File: src/rtl/processor_pkg.sv
// Shared definitions for the 8-bit accumulator-less processor core.
// Holds opcode encodings, FSM state encodings, instruction field bit
// positions and a decode helper used by the core.
package processor_pkg;

  // Instruction word layout: op=[7:6], rs=[5:4], rt=[3:2], rd/imm=[1:0]
  localparam int OP_MSB = 7;
  localparam int OP_LSB = 6;
  localparam int RS_MSB = 5;
  localparam int RS_LSB = 4;
  localparam int RT_MSB = 3;
  localparam int RT_LSB = 2;
  localparam int RD_MSB = 1;
  localparam int RD_LSB = 0;

  typedef enum logic [1:0] {
    OP_ADD   = 2'b00,
    OP_LOAD  = 2'b01,
    OP_STORE = 2'b10,
    OP_HALT  = 2'b11
  } opcode_e;

  typedef enum logic [1:0] {
    ST_FETCH = 2'b00,
    ST_EXEC  = 2'b01,
    ST_HALT  = 2'b10
  } state_e;

  typedef struct packed {
    opcode_e    op;
    logic [1:0] rs;
    logic [1:0] rt;
    logic [1:0] rd;  // doubles as the LOAD/STORE immediate
  } instr_t;

  function automatic instr_t decode(input logic [7:0] word);
    instr_t f;
    f.op = opcode_e'(word[OP_MSB:OP_LSB]);
    f.rs = word[RS_MSB:RS_LSB];
    f.rt = word[RT_MSB:RT_LSB];
    f.rd = word[RD_MSB:RD_LSB];
    return f;
  endfunction

endpackage

File: src/rtl/processor_core_reg_file.sv
// reg_file: 4 x 8-bit register file.
// Ports:
//   clk, clear          - clock, synchronous active-high reset (all regs to 0)
//   ra_addr / ra_data   - combinational read port A
//   rb_addr / rb_data   - combinational read port B
//   we, waddr, wdata    - synchronous write port
//   r0..r3              - register contents for observation
// Reads return the pre-write value in the cycle of a write, so an
// instruction whose destination matches a source sees the old value.
module reg_file (
  input  logic       clk,
  input  logic       clear,
  input  logic [1:0] ra_addr,
  output logic [7:0] ra_data,
  input  logic [1:0] rb_addr,
  output logic [7:0] rb_data,
  input  logic       we,
  input  logic [1:0] waddr,
  input  logic [7:0] wdata,
  output logic [7:0] r0,
  output logic [7:0] r1,
  output logic [7:0] r2,
  output logic [7:0] r3
);

  logic [3:0][7:0] regs_q;
  logic [3:0][7:0] regs_d;

  always_comb begin
    regs_d = regs_q;
    if (we) regs_d[waddr] = wdata;
  end

  always_ff @(posedge clk) begin
    if (clear) regs_q <= '0;
    else       regs_q <= regs_d;
  end

  assign ra_data = regs_q[ra_addr];
  assign rb_data = regs_q[rb_addr];
  assign r0      = regs_q[0];
  assign r1      = regs_q[1];
  assign r2      = regs_q[2];
  assign r3      = regs_q[3];

endmodule

File: src/rtl/processor_core.sv
// processor_core: two-cycle-per-instruction 8-bit processor.
// FETCH latches the instruction at address=PC into IR; EXEC performs
// ADD / LOAD / STORE and advances PC, or enters HALT and stays there
// until clear.
// Ports:
//   clk, clear             - clock, synchronous active-high reset
//   address, instruction   - instruction memory (combinational read)
//   dmem_addr, dmem_rdata  - data memory read (combinational)
//   dmem_wdata, dmem_we    - data memory write, strobe only in STORE EXEC
//   halted                 - high once HALT has executed
//   r0..r3                 - register contents for observation
//   dbg_state              - current FSM state (state_e encoding)
// Memory interface has no handshake: memories answer combinationally in
// the same cycle, and dmem_we is a single-cycle write strobe.
module processor_core
  import processor_pkg::*;
(
  input  logic       clk,
  input  logic       clear,
  output logic [7:0] address,
  input  logic [7:0] instruction,
  output logic [7:0] dmem_addr,
  input  logic [7:0] dmem_rdata,
  output logic [7:0] dmem_wdata,
  output logic       dmem_we,
  output logic       halted,
  output logic [7:0] r0,
  output logic [7:0] r1,
  output logic [7:0] r2,
  output logic [7:0] r3,
  output logic [1:0] dbg_state
);

  state_e     state_q, state_d;
  logic [7:0] pc_q, pc_d;
  logic [7:0] ir_q, ir_d;

  instr_t     ir;
  logic [7:0] rs_val;
  logic [7:0] rt_val;
  logic       rf_we;
  logic [1:0] rf_waddr;
  logic [7:0] rf_wdata;
  logic       store_exec;

  assign ir = decode(ir_q);

  reg_file u_reg_file (
    .clk     (clk),
    .clear   (clear),
    .ra_addr (ir.rs),
    .ra_data (rs_val),
    .rb_addr (ir.rt),
    .rb_data (rt_val),
    .we      (rf_we),
    .waddr   (rf_waddr),
    .wdata   (rf_wdata),
    .r0      (r0),
    .r1      (r1),
    .r2      (r2),
    .r3      (r3)
  );

  always_comb begin
    state_d    = state_q;
    pc_d       = pc_q;
    ir_d       = ir_q;
    rf_we      = 1'b0;
    rf_waddr   = ir.rd;
    rf_wdata   = rs_val + rt_val;
    store_exec = 1'b0;
    case (state_q)
      ST_FETCH: begin
        ir_d    = instruction;
        state_d = ST_EXEC;
      end
      ST_EXEC: begin
        pc_d    = pc_q + 8'd1;
        state_d = ST_FETCH;
        case (ir.op)
          OP_ADD: rf_we = 1'b1;
          OP_LOAD: begin
            rf_we    = 1'b1;
            rf_waddr = ir.rt;
            rf_wdata = dmem_rdata;
          end
          OP_STORE: store_exec = 1'b1;
          OP_HALT: begin
            pc_d    = pc_q;
            state_d = ST_HALT;
          end
          default: ;
        endcase
      end
      ST_HALT: ;
      default: state_d = ST_FETCH;
    endcase
    // clear wins over a mid-instruction EXEC: no write of any kind.
    if (clear) begin
      rf_we      = 1'b0;
      store_exec = 1'b0;
    end
  end

  always_ff @(posedge clk) begin
    if (clear) begin
      state_q <= ST_FETCH;
      pc_q    <= 8'd0;
      ir_q    <= 8'd0;
    end else begin
      state_q <= state_d;
      pc_q    <= pc_d;
      ir_q    <= ir_d;
    end
  end

  assign address    = pc_q;
  assign dmem_addr  = rs_val + {6'b0, ir.rd};
  assign dmem_wdata = rt_val;
  assign dmem_we    = store_exec;
  assign halted     = (state_q == ST_HALT);
  assign dbg_state  = state_q;

endmodule
File: config.mk
export PLATFORM = sky130hd
export DESIGN_NAME = processor_core
export DESIGN_NICKNAME = d
export VERILOG_FILES = /design/src/rtl/processor_pkg.sv /design/src/rtl/processor_core_reg_file.sv /design/src/rtl/processor_core.sv
export SDC_FILE = /design/constraint.sdc
export NUM_CORES = 1
export LEC_CHECK = 0
export CAP_MARGIN = 10
export CELL_PAD_IN_SITES_DETAIL_PLACEMENT = 1
export CELL_PAD_IN_SITES_GLOBAL_PLACEMENT = 1
export CORE_ASPECT_RATIO = 1.5
export CORE_MARGIN = 3
export CORE_UTILIZATION = 36
export DETAILED_ROUTE_END_ITERATION = 12
export PLACE_DENSITY_LB_ADDON = 0.1
export SLEW_MARGIN = 20
export SYNTH_ARGS = -nofsm -noshare
export SYNTH_HDL_FRONTEND = slang
export SYNTH_SLANG_ARGS = --single-unit
File: constraint.sdc
create_clock -name clk -period 3.3 [get_ports clk]
set_input_delay 0.495 -clock clk [delete_from_list [all_inputs] [get_ports clk]]
set_output_delay 0.495 -clock clk [all_outputs]
set_load 0.01 [all_outputs]
==> results.sh, run 1 <==
export IMPL_drv_cap=0
export IMPL_syn_to_final_growth_pct=38.8
export IMPL_ys_async_sr_fraction=0
export IMPL_first_pass_iters=4
export IMPL_hold_viol_final=0
export IMPL_multiInputGateArea_um2=1720
export IMPL_grt_pass1_vias=2750
export IMPL_clock_latency_ns=0.29
export IMPL_slew_limit_headroom=0.688
export IMPL_finalCriticalPeriod_ns=3.11
export IMPL_synth_area_um2=2850
export IMPL_drc=0
export IMPL_worst_setup_path_type="register to primary output"
export IMPL_numPortBuffers=77
export IMPL_wire_per_inst_um=18.7
export IMPL_finalWirelength_um=9020
export IMPL_yosys_most_used_dff="dfxtp_1"
export IMPL_cts_hold_buf=0
export IMPL_final_period_utilization=0.942
export IMPL_grt_pass1_wl_um=14300
export IMPL_fin_tns_setup_ns=0
export IMPL_path_cells="mux4_1, ha_1, inv_1, fa_1, inv_1, clkdlybuf4s50_1"
export IMPL_finalInstanceArea_um2=3950
export IMPL_pin_count=78
export IMPL_synth_edf_count=0
export IMPL_regArea_um2=1010
export IMPL_final_util=0.516
export IMPL_drive_gt1_frac=0.113
export IMPL_holdWs_ns=0.522
export IMPL_synth_area_mux_share=0.188
export IMPL_core_area_um2=7660
export IMPL_n_antenna_cell=0
export IMPL_viasPerCell=5.41
export IMPL_n_fill_cell=914
export IMPL_start_kind="register"
export IMPL_synth_top_area_share=0.351
export IMPL_dp_hpwl_um=7030
export IMPL_syn_avg_cell_area_um2=9.62
export IMPL_cts_max_path_buffers=2
export IMPL_synthDistinctLibCells=42
export IMPL_grt_max_degree=27
export IMPL_drt_antenna_violating_nets=0
export IMPL_cp_slowest_stage_delay_ns=0.60
export IMPL_synth_top_family_by_area="multiplexers"
export IMPL_cts_buffers=5
export IMPL_netlist_top_cells_area="dfxtp_1 (35%), mux4_2 (7.1%), mux4_1 (6.5%)"
export IMPL_end_kind="primary output"
export IMPL_drt_iter0_markers=76
export IMPL_synth_xor_area_share=0.0492
export IMPL_synth_top_area_cell="dfxtp_1"
export IMPL_cts_num_sinks=50
export IMPL_cp_required_ns=2.80
export IMPL_seq_area_frac_synth=0.351
export IMPL_cts_root_buf="clkbuf_16"
export IMPL_slowest_stage="mux4_1"
export IMPL_vdd_drop_max_mv=0.252
export IMPL_nNetsFinal=409
export IMPL_finalSetupViolCount=0
export IMPL_total_leakage_power_nw=1.46
export IMPL_initial_core_util=0.372
export IMPL_die_y_um=115
export IMPL_crit_family="buffers and inverters"
export IMPL_track_usage=0.204
export IMPL_hp_class="register to register"
export IMPL_htreeDepth=2
export IMPL_syn_inst=296
export IMPL_synthSimpleGateAreaFrac=0.164
export IMPL_cts_tree="built"
export IMPL_status="finished, final reports clean"
export IMPL_gr_total_overflow=0
export IMPL_yosys_warnings=0
export IMPL_dieArea_um2=9040
export IMPL_dpl_cell_area_um2=3780
export IMPL_skew_ns=0.00687
export IMPL_max_freq_mhz=322
export IMPL_vias=2608
export IMPL_synth_nets=326
export IMPL_cpMostUsedCell="inv_1"
export IMPL_crit_arrival_ns=2.61
export IMPL_path_buf_inv=3
export IMPL_gp_congestion=0.805
export IMPL_grt_antenna_before_repair=0
export IMPL_final_cell_mix="clkdlybuf4s50_1 (75), dfxtp_1 (48), nor2_1 (42)"
export IMPL_rows=39
export IMPL_ys_ff_latch=50
export IMPL_maxSlewViolCount=0
export IMPL_power_density_nw_per_um2=364
export IMPL_dieWidth_um=78.6
export IMPL_final_common_cell="clkdlybuf4s50_1"
export IMPL_clk_pin_slew_ns=0.07
export IMPL_synth_adder_area_share=0.0580
export IMPL_synth_compound_area_frac=0.145
export IMPL_worst_pin_slew_ns=0.454
export IMPL_crit_path_max_fanout=5
export IMPL_rsz0062_at_grt="false"
worst min-delay path: stages, from the launching register on:
cell and delay, ns:
dfxtp_1 0.34, xor2_1 0.07, nor2_1 0.08
registers in the layout, indices dropped and copies added, names as in the netlist:
signal,count
u_reg_file.r3,8
u_reg_file.r1,8
u_reg_file.r0,8
u_reg_file.r2,8
dbg_state,2
address,8
ir,8
worst paths after layout:
kind                      startpoint                       endpoint  slack [ns]  cells after the start
min reg2reg  address[7]$_SDFFE_PP0P_        address[7]$_SDFFE_PP0P_        0.52                      2
max reg2reg       ir[4]$_SDFFE_PP0P_  u_reg_file.r3[7]$_SDFFE_PP0P_        0.26                      8
min          address[7]$_SDFFE_PP0P_        address[7]$_SDFFE_PP0P_        0.52                      2
max               ir[4]$_SDFFE_PP0P_                   dmem_addr[1]        0.19                      6
cell usage after synthesis (3+ instances only):
cell type / instances
dfxtp_1: 50
nor2_1: 43
a211oi_1: 18
nand2_1: 16
a21oi_1: 15
mux2i_1: 15
o21ai_0: 11
ha_1: 10
nand3_1: 10
inv_1: 9
mux4_2: 9
xor2_1: 9
clkbuf_1: 8
mux4_1: 7
xnor2_1: 7
or3_1: 6
buf_2: 5
nand2b_1: 5
a21o_1: 4
a311oi_1: 4
nand4_1: 4
a21oi_2: 3
and2_1: 3
cell type report:
type | count | area share
well taps | 102 | 0.0323
inverters | 9 | 0.00854
clock inverters | 1 | 0.00222
flip-flops and latches | 50 | 0.254
clock buffers | 7 | 0.0386
multi-input cells | 219 | 0.435
repair buffers | 94 | 0.228
routing by layer:
metal  routed length, um  global-route usage  up-vias
met2                5150               0.398       68
met5                   0                   0        -
li1                    -                   -     1248
met1                3520               0.224     1283
met3                 218              0.0243        9
met4                 138              0.0630        0
through the flow:
stage               setup WS (ns)  instances  power (W)
detailed placement          0.153        474   0.000902
global route               0.0667        482    0.00149
floorplan                   0.227        296   0.000784
global placement            0.271        474   0.000896
CTS                       0.00320        482    0.00146
finish                      0.191        482    0.00144
where the power goes:
part	internal [W]	total (W)	switching [W]
Combinational	0.000123	0.000236	0.000113
Sequential	0.000621	0.000651	0.0000297
Clock	0.000324	0.000553	0.000229
logic make-up (layout without fill, tap and decap cells):
kind of cell / after synthesis / after routing
flip-flops: 50 / 50
multiplexers: 31 / 31
adder cells (fa/ha/maj): 12 / 12
buffers and inverters: 27 / 111
XOR/XNOR: 16 / 16
AO/OA/AOI/OAI: 62 / 62
AND/OR/NAND/NOR: 98 / 98
what timing repair did:
| item | 4_1_cts | 5_1_grt |
|---|---|---|
| resized for setup | 2 | 5 |
| buffers inserted | 0 | 0 |
| setup endpoints to repair | 3 | 3 |
No activity file was read; power rests on OpenSTA's default activity.
==> run 2, diff against run 1 <==
--- a/config.mk
+++ b/config.mk
@@ -13,7 +13,6 @@
 export CORE_UTILIZATION = 36
 export DETAILED_ROUTE_END_ITERATION = 12
 export PLACE_DENSITY_LB_ADDON = 0.1
-export SLEW_MARGIN = 20
 export SYNTH_ARGS = -nofsm -noshare
 export SYNTH_HDL_FRONTEND = slang
 export SYNTH_SLANG_ARGS = --single-unit
==> results of run 2 <==
The final DEF is identical to that of run 1; final timing and power are the same.
==> run 3, diff against run 2 <==
--- a/config.mk
+++ b/config.mk
@@ -12,7 +12,7 @@
 export CORE_MARGIN = 3
 export CORE_UTILIZATION = 36
 export DETAILED_ROUTE_END_ITERATION = 12
-export PLACE_DENSITY_LB_ADDON = 0.1
+export PLACE_DENSITY = 0.8
 export SYNTH_ARGS = -nofsm -noshare
 export SYNTH_HDL_FRONTEND = slang
 export SYNTH_SLANG_ARGS = --single-unit
==> run 3 against run 2 <==
  * Worst hold slack better by 0.013 ns
  * Global-route usage increased by 1.3 points
  * Fmax down 2.9%
  * Critical path depth grew 2
  * Sequential share of layout area is 0.13 points lower
  * First-iteration DRC count is 78% higher
  * Power grew 8.5%
  * Via count up 3.8%
  * Highest routed layer unchanged
==> results.sh, run 3 (same netlist as run 1, synthesis figures left out) <==
export IMPL_hold_viol_final=0
export IMPL_drv_cap=0
export IMPL_nNetsFinal=407
export IMPL_dieArea_um2=9040
export IMPL_gp_congestion=0.845
export IMPL_r2r_start="ir[2]$_SDFFE_PP0P_"
export IMPL_grt_pass1_vias=2822
export IMPL_pin_count=78
export IMPL_fin_tns_setup_ns=0
export IMPL_track_usage=0.217
export IMPL_reg2reg_slack_ns=0.28
export IMPL_max_freq_mhz=312
export IMPL_grt_max_degree=36
export IMPL_die_y_um=115
export IMPL_min_to="u_reg_file.r0[7]$_SDFFE_PP0P_"
export IMPL_final_period_utilization=0.970
export IMPL_clock_latency_ns=0.29
export IMPL_final_common_cell="clkdlybuf4s50_1"
export IMPL_rows=39
export IMPL_cp_required_ns=2.80
export IMPL_power_density_nw_per_um2=393
export IMPL_drc=0
export IMPL_gr_total_overflow=0
export IMPL_htreeDepth=2
export IMPL_wire_per_inst_um=19.9
export IMPL_clkPwrFrac=0.433
export IMPL_initial_core_util=0.372
export IMPL_grt_antenna_before_repair=0
export IMPL_drt_antenna_violating_nets=0
export IMPL_status="finished, final reports clean"
export IMPL_holdWs_ns=0.535
export IMPL_maxSlewViolCount=0
export IMPL_cts_hold_buf=0
export IMPL_end_kind="primary output"
export IMPL_vdd_drop_max_mv=0.266
export IMPL_instances_no_fill=480
export IMPL_final_cell_mix="clkdlybuf4s50_1 (76), dfxtp_1 (47), nor2_1 (41)"
export IMPL_hold_path_depth=2
export IMPL_worst_setup_path_type="register to primary output"
export IMPL_seqPwrFrac=0.418
export IMPL_p_sw_w=0.000385
export IMPL_finalCriticalPeriod_ns=3.20
export IMPL_drive_gt1_frac=0.116
export IMPL_finalSetupViolCount=0
export IMPL_first_pass_iters=4
export IMPL_r2r_end="u_reg_file.r3[7]$_SDFFE_PP0P_"
export IMPL_n_antenna_cell=0
export IMPL_hp_class="register to register"
export IMPL_swShare=0.246
export IMPL_worst_r2r_cell_count=8
export IMPL_cts_root_buf="clkbuf_16"
export IMPL_slew_limit_headroom=0.610
export IMPL_core_area_um2=7660
export IMPL_start_kind="register"
export IMPL_crit_path_max_fanout=6
export IMPL_grt_pass1_wl_um=15200
export IMPL_drt_iter0_markers=135
export IMPL_viasPerCell=5.64
export IMPL_power_frac_comb=0.149
export IMPL_cts_num_sinks=50
export IMPL_total_leakage_power_nw=1.45
export IMPL_cts_max_path_buffers=2
export IMPL_hp_start="u_reg_file.r0[7]$_SDFFE_PP0P_"
export IMPL_cts_tree="built"
export IMPL_dp_hpwl_um=7070
export IMPL_placed_cells=472
export IMPL_crit_arrival_ns=2.71
export IMPL_clk_pin_slew_ns=0.07
export IMPL_numPortBuffers=77
export IMPL_syn_to_final_growth_pct=39.7
export IMPL_skew_ns=0.00632
export IMPL_worst_pin_slew_ns=0.585
export IMPL_cts_buffers=5
export IMPL_vias=2706
export IMPL_rsz0062_at_grt="false"
export IMPL_intPower_w=0.00118
export IMPL_finalWirelength_um=9570
export IMPL_dieWidth_um=78.6
run 3: worst max-delay path by stage:
stage,startpoint,to,depth (start not counted)
4_1_cts,ir[4]$_SDFFE_PP0P_,dmem_addr[7],7
6_report,ir[4]$_SDFFE_PP0P_,dmem_addr[6],8
3_5_place_dp,ir[4]$_SDFFE_PP0P_,u_reg_file.r0[7]$_SDFFE_PP0P_,8
5_1_grt,ir[4]$_SDFFE_PP0P_,dmem_addr[6],8
2_1_floorplan,ir[2]$_SDFFE_PP0P_,u_reg_file.r0[7]$_SDFFE_PP0P_,8
3_3_place_gp,ir[4]$_SDFFE_PP0P_,dmem_addr[7],7
run 3: power by group through the flow:
stage | Clock [W] | Sequential, W | Combinational [W]
after detailed placement | 0 | 0.000667 | 0.000229
final | 0.000676 | 0.000654 | 0.000233
after floorplan | 0 | 0.000655 | 0.000130
after CTS | 0.000688 | 0.000653 | 0.000233
after global routing | 0.000721 | 0.000657 | 0.000252
after global placement | 0 | 0.000665 | 0.000223
run 3: through the flow:
stage               area (um2)  setup slack (ns)   util  total power, W
floorplan                 2850             0.227      -        0.000784
global placement          3770             0.253  0.492        0.000888
detailed placement        3770             0.169  0.492        0.000896
CTS                       3960            0.0619  0.517         0.00157
global route              3980            0.0107  0.519         0.00163
finish                    3980            0.0975  0.519         0.00156
run 3: layer usage:
metal	vias up	part of all wire	wire [um]	global-route usage
li1	1249	-	-	-
met1	1331	0.38	3680	0.251
met2	101	0.53	5100	0.393
met3	25	0.049	466	0.0274
met4	0	0.034	325	0.103
met5	-	0	0	0
run 3: layout make-up:
type / count / area, um2
repair buffers: 92 / 886
multi-input cells: 219 / 1730
flip-flops and latches: 50 / 1010
clock inverters: 3 / 68.8
well taps: 102 / 128
inverters: 9 / 33.8
clock buffers: 5 / 125
fillers: 872 / 3680
run 3: what timing repair did:
action | CTS | global route
pin swaps | 0 | 0
resized for setup | 2 | 7
gates cloned | 0 | 0
setup buffers | 0 | 0
setup endpoints to repair | 2 | 8
run 3: critical path: stages (launching register included):
cell and delay, ns:
dfxtp_4 0.38, mux4_1 0.39, ha_1 0.20, inv_1 0.06, fa_1 0.41, nor2_2 0.17
nand3_1 0.11, xnor2_1 0.15, clkdlybuf4s50_1 0.55
